### config.mk
export PLATFORM = sky130hd
export DESIGN_NAME = cluster_priority_serializer
export DESIGN_NICKNAME = d
export VERILOG_FILES = /design/src/rtl/cluster_priority_serializer.sv
export SDC_FILE = /design/constraint.sdc
export NUM_CORES = 1
export LEC_CHECK = 0
export ABC_CLOCK_PERIOD_IN_PS = 3400
export CAP_MARGIN = 40
export CORE_ASPECT_RATIO = 1.1
export CORE_MARGIN = 4
export CORE_UTILIZATION = 50
export DETAILED_ROUTE_END_ITERATION = 16
export HOLD_SLACK_MARGIN = 0.03
export PLACE_DENSITY = 0.78
export SETUP_SLACK_MARGIN = 0.5
export SYNTH_ARGS = -nofsm -noshare
export SYNTH_HDL_FRONTEND = slang
export SYNTH_SLANG_ARGS = --single-unit
### constraint.sdc
create_clock -name clock -period 3.4 [get_ports clock]
set_input_delay 0.34 -clock clock [delete_from_list [all_inputs] [get_ports clock]]
set_output_delay 0.34 -clock clock [all_outputs]
set_load 0.005 [all_outputs]
### src/rtl/cluster_priority_serializer.sv
// Frame-at-a-time priority serializer: captures a seed mask plus 3-bit counts and
// emits (strip, count) words lowest strip first, one per clock, capped at MAXCLUSTERS.
module cluster_priority_serializer #(
    parameter int NSBITS      = 64,
    parameter int MAXCLUSTERS = 8,
    parameter int ADRB        = $clog2(NSBITS)
) (
    input  logic                clock,
    input  logic                reset_n,
    input  logic                load,
    input  logic [NSBITS-1:0]   vld,
    input  logic [3*NSBITS-1:0] cnt,
    output logic                busy,
    output logic                cluster_valid,
    output logic [ADRB-1:0]     cluster_adr,
    output logic [2:0]          cluster_cnt,
    output logic                done,
    output logic                overflow,
    output logic                dropped
);

    localparam int EW = $clog2(MAXCLUSTERS + 1);

    typedef enum logic [1:0] {
        S_IDLE,
        S_SCAN,
        S_DONE
    } state_t;

    state_t              r_state, w_state_nxt;
    logic [NSBITS-1:0]   r_mask, w_mask_nxt;
    logic [3*NSBITS-1:0] r_shadow, w_shadow_nxt;
    logic [EW-1:0]       r_emit, w_emit_nxt;
    logic                r_valid, w_valid_nxt;
    logic [ADRB-1:0]     r_adr, w_adr_nxt;
    logic [2:0]          r_ccnt, w_ccnt_nxt;
    logic                r_done, w_done_nxt;
    logic                r_ovf, w_ovf_nxt;
    logic                r_drop, w_drop_nxt;
    logic [ADRB-1:0]     w_low_idx;

    // Descending walk so the lowest set bit is the last one written.
    always_comb begin
        w_low_idx = '0;
        for (int unsigned i = NSBITS; i > 0; i--) begin
            if (r_mask[i-1]) begin
                w_low_idx = ADRB'(i - 1);
            end
        end
    end

    always_comb begin
        w_state_nxt  = r_state;
        w_mask_nxt   = r_mask;
        w_shadow_nxt = r_shadow;
        w_emit_nxt   = r_emit;
        w_valid_nxt  = 1'b0;
        w_adr_nxt    = r_adr;
        w_ccnt_nxt   = r_ccnt;
        w_done_nxt   = 1'b0;
        w_ovf_nxt    = r_ovf;
        w_drop_nxt   = 1'b0;
        unique case (r_state)
            S_IDLE, S_DONE: begin
                if (load) begin
                    w_mask_nxt   = vld;
                    w_shadow_nxt = cnt;
                    w_emit_nxt   = '0;
                    w_ovf_nxt    = 1'b0;
                    w_state_nxt  = S_SCAN;
                end else if (r_state == S_DONE) begin
                    w_state_nxt = S_IDLE;
                end
            end
            S_SCAN: begin
                w_drop_nxt = load;
                if ((r_mask == '0) || (r_emit == EW'(MAXCLUSTERS))) begin
                    w_done_nxt  = 1'b1;
                    w_ovf_nxt   = (r_mask != '0);
                    w_state_nxt = S_DONE;
                end else begin
                    w_adr_nxt   = w_low_idx;
                    w_ccnt_nxt  = r_shadow[3*w_low_idx +: 3];
                    w_valid_nxt = 1'b1;
                    w_mask_nxt  = r_mask & (r_mask - NSBITS'(1));
                    w_emit_nxt  = r_emit + EW'(1);
                end
            end
            default: w_state_nxt = S_IDLE;
        endcase
    end

    always_ff @(posedge clock or negedge reset_n) begin
        if (!reset_n) begin
            r_state  <= S_IDLE;
            r_mask   <= '0;
            r_shadow <= '0;
            r_emit   <= '0;
            r_valid  <= 1'b0;
            r_adr    <= '0;
            r_ccnt   <= '0;
            r_done   <= 1'b0;
            r_ovf    <= 1'b0;
            r_drop   <= 1'b0;
        end else begin
            r_state  <= w_state_nxt;
            r_mask   <= w_mask_nxt;
            r_shadow <= w_shadow_nxt;
            r_emit   <= w_emit_nxt;
            r_valid  <= w_valid_nxt;
            r_adr    <= w_adr_nxt;
            r_ccnt   <= w_ccnt_nxt;
            r_done   <= w_done_nxt;
            r_ovf    <= w_ovf_nxt;
            r_drop   <= w_drop_nxt;
        end
    end

    assign busy          = (r_state == S_SCAN);
    assign cluster_valid = r_valid;
    assign cluster_adr   = r_adr;
    assign cluster_cnt   = r_ccnt;
    assign done          = r_done;
    assign overflow      = r_ovf;
    assign dropped       = r_drop;

endmodule
==> reports/qor.csv <==
metric,value,unit
outcome,"finished, final reports clean",
number of enable-type register cells in the synthesized netlist,0,
post-synthesis instance area,0.0138,mm2
period utilisation layout,94.2,%
routed via count,13900,
predominant post-synthesis flop cell,dfrtp_1,
mean post-synth cell area,8.17,um2
clock buffers created by TritonCTS,28,
biggest area contributors in the synthesized netlist,"dfrtp_1 (50%), nand2_1 (19%), o21ai_0 (2.8%), mux2i_1 (2.6%), nor2_1 (2.4%)",
die area,0.0304,mm2
final core utilization,70.0,%
instance count of the mapped netlist,1693,
Worst path max stage delay,0.56,ns
largest clock skew in the final design,0.0112,ns
DRC Markers,0,
Die H,182,um
synth-to-layout area growth,37.3,%
CTS H-Tree Depth,1,
layout net count,2259,
type of origin of the critical path,flop,
worst setup path class,flop to flop,
"flops & latches, synth",275,
routed metal-1 wirelength,18800,um
CTS tree,built,
pin slew with the least headroom to its limit,0.999,ns
time the final worst path needs with I/O delays and setup,3.20,ns
"Net Count, Synth",1954,
most frequent cells after synthesis,"nand2_1 (711), dfrtp_1 (275), nor2_1 (89), o21ai_0 (77), clkbuf_1 (76)",
number of antenna violations at the first check in global routing,0,
number of vias per cell after detailed routing,5.86,
final WL,49200,um
maximum number of buffers from clock root to sink,3,
DP HPWL,34600,um
Congestion Overflow GR,0,
most frequent cell after synthesis,nand2_1,
most prevalent standard cell on the critical path,a221o_1,
cell at the root of the clock tree,clkbuf_16,
data required time at the worst endpoint,3.89,ns
leakage power,8.70,nW
top layer in use,met4,
Worst setup EP type,flop,
Top-Level Pins,273,
number of instances in the placed design,2291,
cells traversed along the worst timing path,"nor3_4, and4_1, a221o_1, or4b_4, and2_4, buf_12, mux2i_4, a211oi_2, o32ai_2, a311oi_2, a221o_1",
pwr dens,1120,mW/mm2
share of the yosys chip area belonging to registers,49.8,%
GRT Util Overall,31.2,%
worst slew margin relative to its limit,33.4,%
number of global-route vias before repair,13800,
share of the synthesized area in the top cell type,49.8,%
count of distinct cell types in the synthesized netlist,67,
clock-pin transition on the worst setup and hold timing paths,0.07,ns
clock net sink count,275,
arrival time of data at the critical path endpoint,3.69,ns
worst-skew pair later-pin latency,0.55,ns
global-route wire length before repair,75500,um
met2 wire length,24200,um
kind of path behind the tightest hold check,input port to flop,
Port Buffer Count,272,
hold violation count in the final report,0,
maximum fanout along the worst path,7,
diode count,0,
dominant delay contributor by cell family on the critical path,simple AND/OR/NAND/NOR gates,
largest net degree at the start of global routing,209,
Routed met3 length,3930,um
cell row count,63,
final-layout worst hold slack,0.315,ns
RSZ-0062 raised after global routing,yes,
final cell count without fillers,2372,
max-cap check violation count,0,
IR Drop Worst-Case VDD,720,uV
WL per Instance,20.7,um
post-synthesis async set-or-reset flop share,100,%
share of post-route cells with drive strength above 1,13.0,%
1st-iter DRT viols,1569,
1st-pass router iterations,6,
residual antenna-violating net count after detailed routing,0,
Buffers & Inverters on Critical Path,1,
critical-path cell with the highest stage delay,or4b_4,
floorplan die width,167,um
max-slew violations,0,
post-synthesis cell type with the largest combined area,dfrtp_1,
number of warnings issued by yosys,0,
Core Region,0.0271,mm2
Setup-failing EPs final,0,
Routability Congestion,0.973,
timing-limited maximum frequency,312,MHz
initial core utilization,51.0,%
stage by stage:
step / area (um2) / setup slack (ns) / TNS (ns) / power (mW)
after floorplan: 13800 / 0.530 / 0 / 12.1
after global placement: 17200 / -0.00686 / -0.00686 / 15.7
after detailed placement: 17200 / -0.0768 / -0.186 / 15.9
after CTS: 18600 / 0.255 / 0 / 20.4
after global routing: 19000 / 0.141 / 0 / 22.4
final: 19000 / 0.197 / 0 / 21.2
worst paths after layout:
check / start / endpoint / slack [ns] / cells after the start
worst max-delay path: r_mask[50]$_DFFE_PN0P_ / cluster_cnt[1]$_DFFE_PN0P_ / 0.20 / 11
worst max register to register: r_mask[50]$_DFFE_PN0P_ / cluster_cnt[1]$_DFFE_PN0P_ / 0.20 / 11
worst min-delay path: cnt[22] / r_shadow[22]$_DFFE_PN0P_ / 0.32 / 3
min in group asynchronous: reset_n / r_mask[48]$_DFFE_PN0P_ / 0.37 / 2
max in group asynchronous: reset_n / r_mask[23]$_DFFE_PN0P_ / 2.10 / 3
worst min register to register: r_shadow[7]$_DFFE_PN0P_ / r_shadow[7]$_DFFE_PN0P_ / 0.47 / 2
placed cells by master (no fill, tap or decap), types with 5 or more instances in the layout:
cell | Yosys | layout
buf_12 | 0 | 7
clkbuf_1 | 76 | 7
nor4_1 | 31 | 25
mux2i_2 | 0 | 8
o21ai_1 | 4 | 11
nand3_1 | 18 | 17
nor3_2 | 2 | 5
buf_4 | 1 | 88
mux2i_1 | 36 | 22
or3_1 | 12 | 11
dfrtp_2 | 0 | 18
mux2i_4 | 0 | 6
o31ai_1 | 9 | 8
dfrtp_1 | 275 | 257
o21ai_0 | 77 | 65
o22ai_1 | 16 | 15
or4_1 | 16 | 11
a211oi_1 | 16 | 12
clkbuf_8 | 0 | 6
inv_1 | 18 | 18
o221ai_1 | 13 | 8
a21oi_1 | 43 | 39
nor2_1 | 89 | 87
or2_2 | 7 | 6
a31oi_1 | 14 | 12
nand4_1 | 6 | 6
o211ai_1 | 12 | 12
o21ai_2 | 0 | 5
nor3_1 | 35 | 31
or4_4 | 0 | 5
nor2b_1 | 10 | 8
and3_1 | 5 | 5
clkdlybuf4s50_1 | 0 | 271
a22o_1 | 34 | 34
o21bai_1 | 7 | 5
clkbuf_16 | 0 | 29
nand2_1 | 711 | 707
power breakdown:
part	switching [mW]	internal (mW)
registers	1.39	4.79
clock network	1.27	1.75
logic	6.89	5.13
metal layers:
layer / track usage [%] / vias to the layer above
met5: 0 / -
met4: 12.3 / 0
met3: 5.76 / 145
met2: 52.9 / 708
met1: 39.7 / 6681
li1: - / 6367
timing repair:
action | CTS | global route
endpoints found under the setup margin | 26 | 38
hold buffers | 1 | 0
endpoints found under the hold margin | 77 | 0
pin swaps | 20 | 21
setup buffers | 14 | 12
gates cloned | 7 | 0
gates resized for setup | 69 | 65
kinds of logic after synthesis:
logic type / synth area share (%)
AND/OR/NAND/NOR: 29.3
AO/OA/AOI/OAI: 14.2
flip-flops: 49.8
buffers and inverters: 3.85
multiplexers: 2.61
XOR/XNOR: 0.127
adder cells (fa/ha/maj): 0.181
state kept, by name, summed over array words and instances, names as in the netlist:
signal,count
r_shadow,192
r_mask,64
cluster_adr,6
r_emit,4
cluster_cnt,3
r_state,2
cluster_valid,1
done,1
dropped,1
overflow,1
tightest hold or removal path: cells and delay by family:
kind	cells	cell delay, ns
simple gates	2	0.09
buf+inv	1	0.40
final cells by class:
class	count	area, um2
fillers	2150	8130
multi-input cells	1299	6990
flip-flops and latches	275	6900
repair buffers	375	3680
clock buffers	42	835
well taps	357	447
inverters	19	75.1
clock inverters	5	52.6
(Power assumes the default switching activity.)
